### config.mk
export PLATFORM = sky130hd
export DESIGN_NAME = spi_log_uart
export DESIGN_NICKNAME = d
export VERILOG_FILES = /design/src/rtl/spi_log_uart.sv
export SDC_FILE = /design/constraint.sdc
export NUM_CORES = 1
export LEC_CHECK = 0
export BUFFER_PORTS_ARGS = -buffer_cell sky130_fd_sc_hd__clkbuf_2
export CAP_MARGIN = 25
export CORE_UTILIZATION = 27
export CTS_BUF_LIST = sky130_fd_sc_hd__clkbuf_4 sky130_fd_sc_hd__clkbuf_8
export CTS_CLUSTER_SIZE = 10
export DETAILED_ROUTE_END_ITERATION = 6
export HOLD_SLACK_MARGIN = 0.06
export PLACE_DENSITY = 0.51
export SYNTH_ARGS = -nofsm -noshare
export SYNTH_HDL_FRONTEND = slang
export SYNTH_SLANG_ARGS = --single-unit
### constraint.sdc
create_clock -name clk -period 7.6 [get_ports clk]
set_input_delay 0.38 -clock clk [delete_from_list [all_inputs] [get_ports clk]]
set_output_delay 0.38 -clock clk [all_outputs]
set_load 0.05 [all_outputs]
### src/rtl/spi_log_uart.sv
// Log byte serializer: synchronizes log_strobe from the spi_clk domain, buffers
// bytes in a small FIFO and sends them as back-to-back 8N1 UART frames.
module spi_log_uart #(
  parameter int CLK_DIV = 217,
  parameter int FIFO_AW = 4
) (
  input  logic               clk,
  input  logic               reset,
  input  logic               log_strobe,
  input  logic [7:0]         log_val,
  output logic               uart_tx,
  output logic               tx_busy,
  output logic [FIFO_AW:0]   fifo_level,
  output logic               overflow
);

  localparam int             DEPTH     = 1 << FIFO_AW;
  localparam logic [15:0]    BAUD_LOAD = 16'(CLK_DIV - 1);
  localparam logic [FIFO_AW:0] FULL_LVL = (FIFO_AW+1)'(DEPTH);
  localparam logic [FIFO_AW:0] ONE      = (FIFO_AW+1)'(1);

  typedef enum logic [1:0] {IDLE, START, DATA, STOP} state_t;

  state_t           state;
  logic             s1, s2, s3;
  logic [7:0]       mem [DEPTH];
  logic [FIFO_AW:0] wr_ptr, rd_ptr;
  logic [15:0]      baud_cnt;
  logic [2:0]       bit_cnt;
  logic [7:0]       shreg;

  logic push_req, push_ok, pop, fifo_empty, fifo_full, baud_done;
  logic [7:0] head;

  assign push_req   = s2 & ~s3;
  assign fifo_empty = (fifo_level == '0);
  assign fifo_full  = (fifo_level == FULL_LVL);
  assign baud_done  = (baud_cnt == '0);
  assign head       = mem[rd_ptr[FIFO_AW-1:0]];
  // Pop only from IDLE or on the very last STOP cycle so frames chain without a gap.
  assign pop        = !fifo_empty && (state == IDLE || (state == STOP && baud_done));
  assign push_ok    = push_req && (!fifo_full || pop);

  always_ff @(posedge clk) begin
    if (reset) begin
      s1 <= 1'b0;
      s2 <= 1'b0;
      s3 <= 1'b0;
    end else begin
      s1 <= log_strobe;
      s2 <= s1;
      s3 <= s2;
    end
  end

  always_ff @(posedge clk) begin
    if (reset) begin
      wr_ptr     <= '0;
      rd_ptr     <= '0;
      fifo_level <= '0;
      overflow   <= 1'b0;
    end else begin
      if (push_ok) wr_ptr <= wr_ptr + ONE;
      if (pop)     rd_ptr <= rd_ptr + ONE;
      case ({push_ok, pop})
        2'b10:   fifo_level <= fifo_level + ONE;
        2'b01:   fifo_level <= fifo_level - ONE;
        default: fifo_level <= fifo_level;
      endcase
      if (push_req && !push_ok) overflow <= 1'b1;
    end
  end

  // When full, the write slot equals the read slot; the pop still sees the old byte.
  always_ff @(posedge clk) begin
    if (push_ok) mem[wr_ptr[FIFO_AW-1:0]] <= log_val;
  end

  always_ff @(posedge clk) begin
    if (reset) begin
      state    <= IDLE;
      uart_tx  <= 1'b1;
      tx_busy  <= 1'b0;
      baud_cnt <= '0;
      bit_cnt  <= '0;
      shreg    <= '0;
    end else begin
      case (state)
        IDLE: begin
          if (pop) begin
            shreg    <= head;
            bit_cnt  <= '0;
            baud_cnt <= BAUD_LOAD;
            uart_tx  <= 1'b0;
            tx_busy  <= 1'b1;
            state    <= START;
          end
        end
        START: begin
          if (baud_done) begin
            baud_cnt <= BAUD_LOAD;
            uart_tx  <= shreg[0];
            state    <= DATA;
          end else begin
            baud_cnt <= baud_cnt - 16'd1;
          end
        end
        DATA: begin
          if (baud_done) begin
            baud_cnt <= BAUD_LOAD;
            if (bit_cnt == 3'd7) begin
              uart_tx <= 1'b1;
              state   <= STOP;
            end else begin
              bit_cnt <= bit_cnt + 3'd1;
              shreg   <= shreg >> 1;
              uart_tx <= shreg[1];
            end
          end else begin
            baud_cnt <= baud_cnt - 16'd1;
          end
        end
        STOP: begin
          if (baud_done) begin
            if (pop) begin
              shreg    <= head;
              bit_cnt  <= '0;
              baud_cnt <= BAUD_LOAD;
              uart_tx  <= 1'b0;
              state    <= START;
            end else begin
              tx_busy <= 1'b0;
              state   <= IDLE;
            end
          end else begin
            baud_cnt <= baud_cnt - 16'd1;
          end
        end
        default: state <= IDLE;
      endcase
    end
  end

endmodule

==> out/metrics.yaml <==
status: "completed"
worstMarginPinSlew_ns: 0.981
path_max_fanout: 8
ys_seq_area_share_pct: 62.3
finClkSkew_ns: 0.0112
ff2ff_setup_slack_ns: 3.60
ys.flop_type: "edfxtp_1"
drive_gt1_share_pct: 16.9
clockRootBuffer: "clkbuf_8"
cts_made_buffers: 17
wirelength_microns: 17300
drc: 0
synth-async-reset-ratio_pct: 0
utilization_pct: 30.5
rr_worst_depth: 12
fmax_ghz: 0.250
grt-ovfl-total: 0
syn_area_sq_um: 7840
synth_area_leaders: "edfxtp_1, dfxtp_1, mux4_2"
synth_edf_count: 128
syn_area_per_cell_sq_um: 13.9
grt_pass1_vias: 4836
grt_first_pass_wirelength_microns: 27100
arrival_ns: 4.35
grt_max_degree: 44
startpoint_type: "register"
crit_chain: "ha_1, nor4b_1, a41oi_2, nor2_2, nand2_1, inv_1, ha_1, nor2b_1, o21a_1, or2_2, o31a_1, o311ai_0"
dr.pass1.iters: 4
postSynthCellCount: 564
ys_ff_latch: 180
critPathCaptureType: "register"
grt_antenna_before_repair: 0
nNetsFinal: 617
peakVddDrop_mv: 0.118
crit_type: "register to register"
rsz0062_at_grt: "false"
die_area_sq_um: 29700
r2r_end: "fifo_level[4]$_SDFFE_PP0P_"
hold_viol_final: 0
p_leak_uw: 0.00279
post_cts_buffers: 0
layout_common_cells: "edfxtp_1, dfxtp_1, mux2i_1"
die_y_microns: 172
cpMaxStageDelayCell: "nor4b_1"
area_delta_synth_final_pct: 11.5
start_util_pct: 27.4
clk_latency_ns: 0.46
seq_area_sq_um: 4890
setup_tns_ns: 0
layout_min_cycle_time_ns: 4.00
ctsResizeCount: 0
die_w_microns: 172
vias: 4733
n_antenna_cell: 0
cts_hold_buf: 0
hpwl_microns: 11400
place_congestion: 0.850
cts.sinks: 180
h-tree-depth: 4
required_ns: 7.96
io_buffers: 18
final_antenna_net_count: 0
syn_nets: 594
min_period_over_period_pct: 52.6
final_common_cell: "edfxtp_1"
grt_use_total_pct: 12.3
yosysWarnings: 0
cts_tree: "done"
max-cap-violations: 0
hold_end: "s1$_SDFF_PP0_"
n_fill_cell: 2835
clock_path_buffers: 2
dr.first_iter.drc_count: 257
hp-class: "input pin to register"
synth_top_cell_by_area: "edfxtp_1"
avgRoutedWirePerCell_microns: 17.6
power_density_nw_per_um2: 349
setup_viol: 0
max_stage_delay_ns: 0.67
whs_path_depth: 2
ioPinCount: 19
core-area_sq_um: 28600
slew_violations: 0
critPathMostFrequentCell: "ha_1"
worstHoldStart: "log_strobe"
relSlewSlack_pct: 34.4
vias_per_cell: 4.81
holdWs_ns: 0.129
synth_cell_types: 67
rows: 62
synth_top_area_share_pct: 49.0
clk_pin_slew_ns: 0.09
multiInputGateArea_sq_um: 2760
reg2reg_from: "state[1]$_SDFFE_PP0P_"
synthesized netlist by cell type (10+ instances only):
cell type    n
a21oi_1     25
dfxtp_1     52
edfxtp_1   128
ha_1        18
inv_1       14
mux2i_1     40
mux4_2      18
nand2_1     30
nand3_1     11
nor2_1      38
nor2b_1     10
nor3_1      16
o31ai_1     10
routing by layer:
layer / wire length [microns] / up-vias / GRT usage, %
li1: - / 2248 / -
met1: 7780 / 2398 / 15.0
met2: 8790 / 69 / 21.4
met3: 465 / 18 / 2.45
met4: 235 / 0 / 4.62
met5: 0 / - / 0
metrics by stage:
| stage | cell area (sq um) | cells | total power [uW] | setup slack [ns] |
|---|---|---|---|---|
| after CTS | 8710 | 980 | 3050 | 3.56 |
| after detailed placement | 8320 | 949 | 2400 | 3.61 |
| after global placement | 8320 | 948 | 2360 | 3.74 |
| after floorplan | 7840 | 564 | 2130 | 4.19 |
| final | 8740 | 983 | 3050 | 3.60 |
| after global routing | 8740 | 983 | 3230 | 3.35 |
power breakdown:
part / switching, uW / leakage, uW / internal (uW)
Sequential: 78.8 / 0.00158 / 1120
Combinational: 723 / 0.00102 / 470
Clock: 358 / 0.000197 / 300
flip-flops by register name, summed over array words and instances, names as in the netlist, 2 cells and up, named ones only:
| name | flops |
|---|---|
| shreg | 8 |
| state | 2 |
| fifo_level | 5 |
| wr_ptr | 4 |
| rd_ptr | 4 |
| mem | 128 |
| bit_cnt | 3 |
| baud_cnt | 16 |
worst max path at each step:
stage	from	to	slack, ns	cells after the start
4_1_cts	baud_cnt[2]$_SDFF_PP0_	fifo_level[4]$_SDFFE_PP0P_	3.56	11
5_1_grt	state[1]$_SDFFE_PP0P_	fifo_level[4]$_SDFFE_PP0P_	3.35	12
6_report	state[1]$_SDFFE_PP0P_	fifo_level[4]$_SDFFE_PP0P_	3.60	12
2_1_floorplan	state[0]$_SDFFE_PP0P_	fifo_level[4]$_SDFFE_PP0P_	4.19	12
3_5_place_dp	baud_cnt[2]$_SDFF_PP0_	fifo_level[4]$_SDFFE_PP0P_	3.61	11
3_3_place_gp	baud_cnt[2]$_SDFF_PP0_	fifo_level[4]$_SDFFE_PP0P_	3.74	11
cell families after synthesis:
kind of cell | Yosys count | synth area share, %
AO/OA/AOI/OAI | 114 | 10.7
XOR/XNOR | 10 | 1.12
adder cells (fa/ha/maj) | 19 | 3.13
buffers and inverters | 40 | 2.59
flip-flops | 180 | 62.3
multiplexers | 61 | 10.7
AND/OR/NAND/NOR | 140 | 9.43
final cells by class:
| type | count | area share (%) |
|---|---|---|
| clock buffers | 18 | 2.76 |
| clock inverters | 13 | 1.70 |
| inverters | 16 | 0.687 |
| multi-input cells | 344 | 31.6 |
| flip-flops and latches | 180 | 55.9 |
| well taps | 384 | 5.50 |
| repair buffers | 28 | 1.86 |
worst max-delay path, delay by kind of cell (launching register included):
family	cells	cell delay, ns
adders and majority gates	2	0.60
buffers and inverters	1	0.13
and+or+nand+nor	5	1.65
DFF	1	0.42
AOI/OAI and AO/OA	4	1.10
Power figures use the tool's default switching activity.
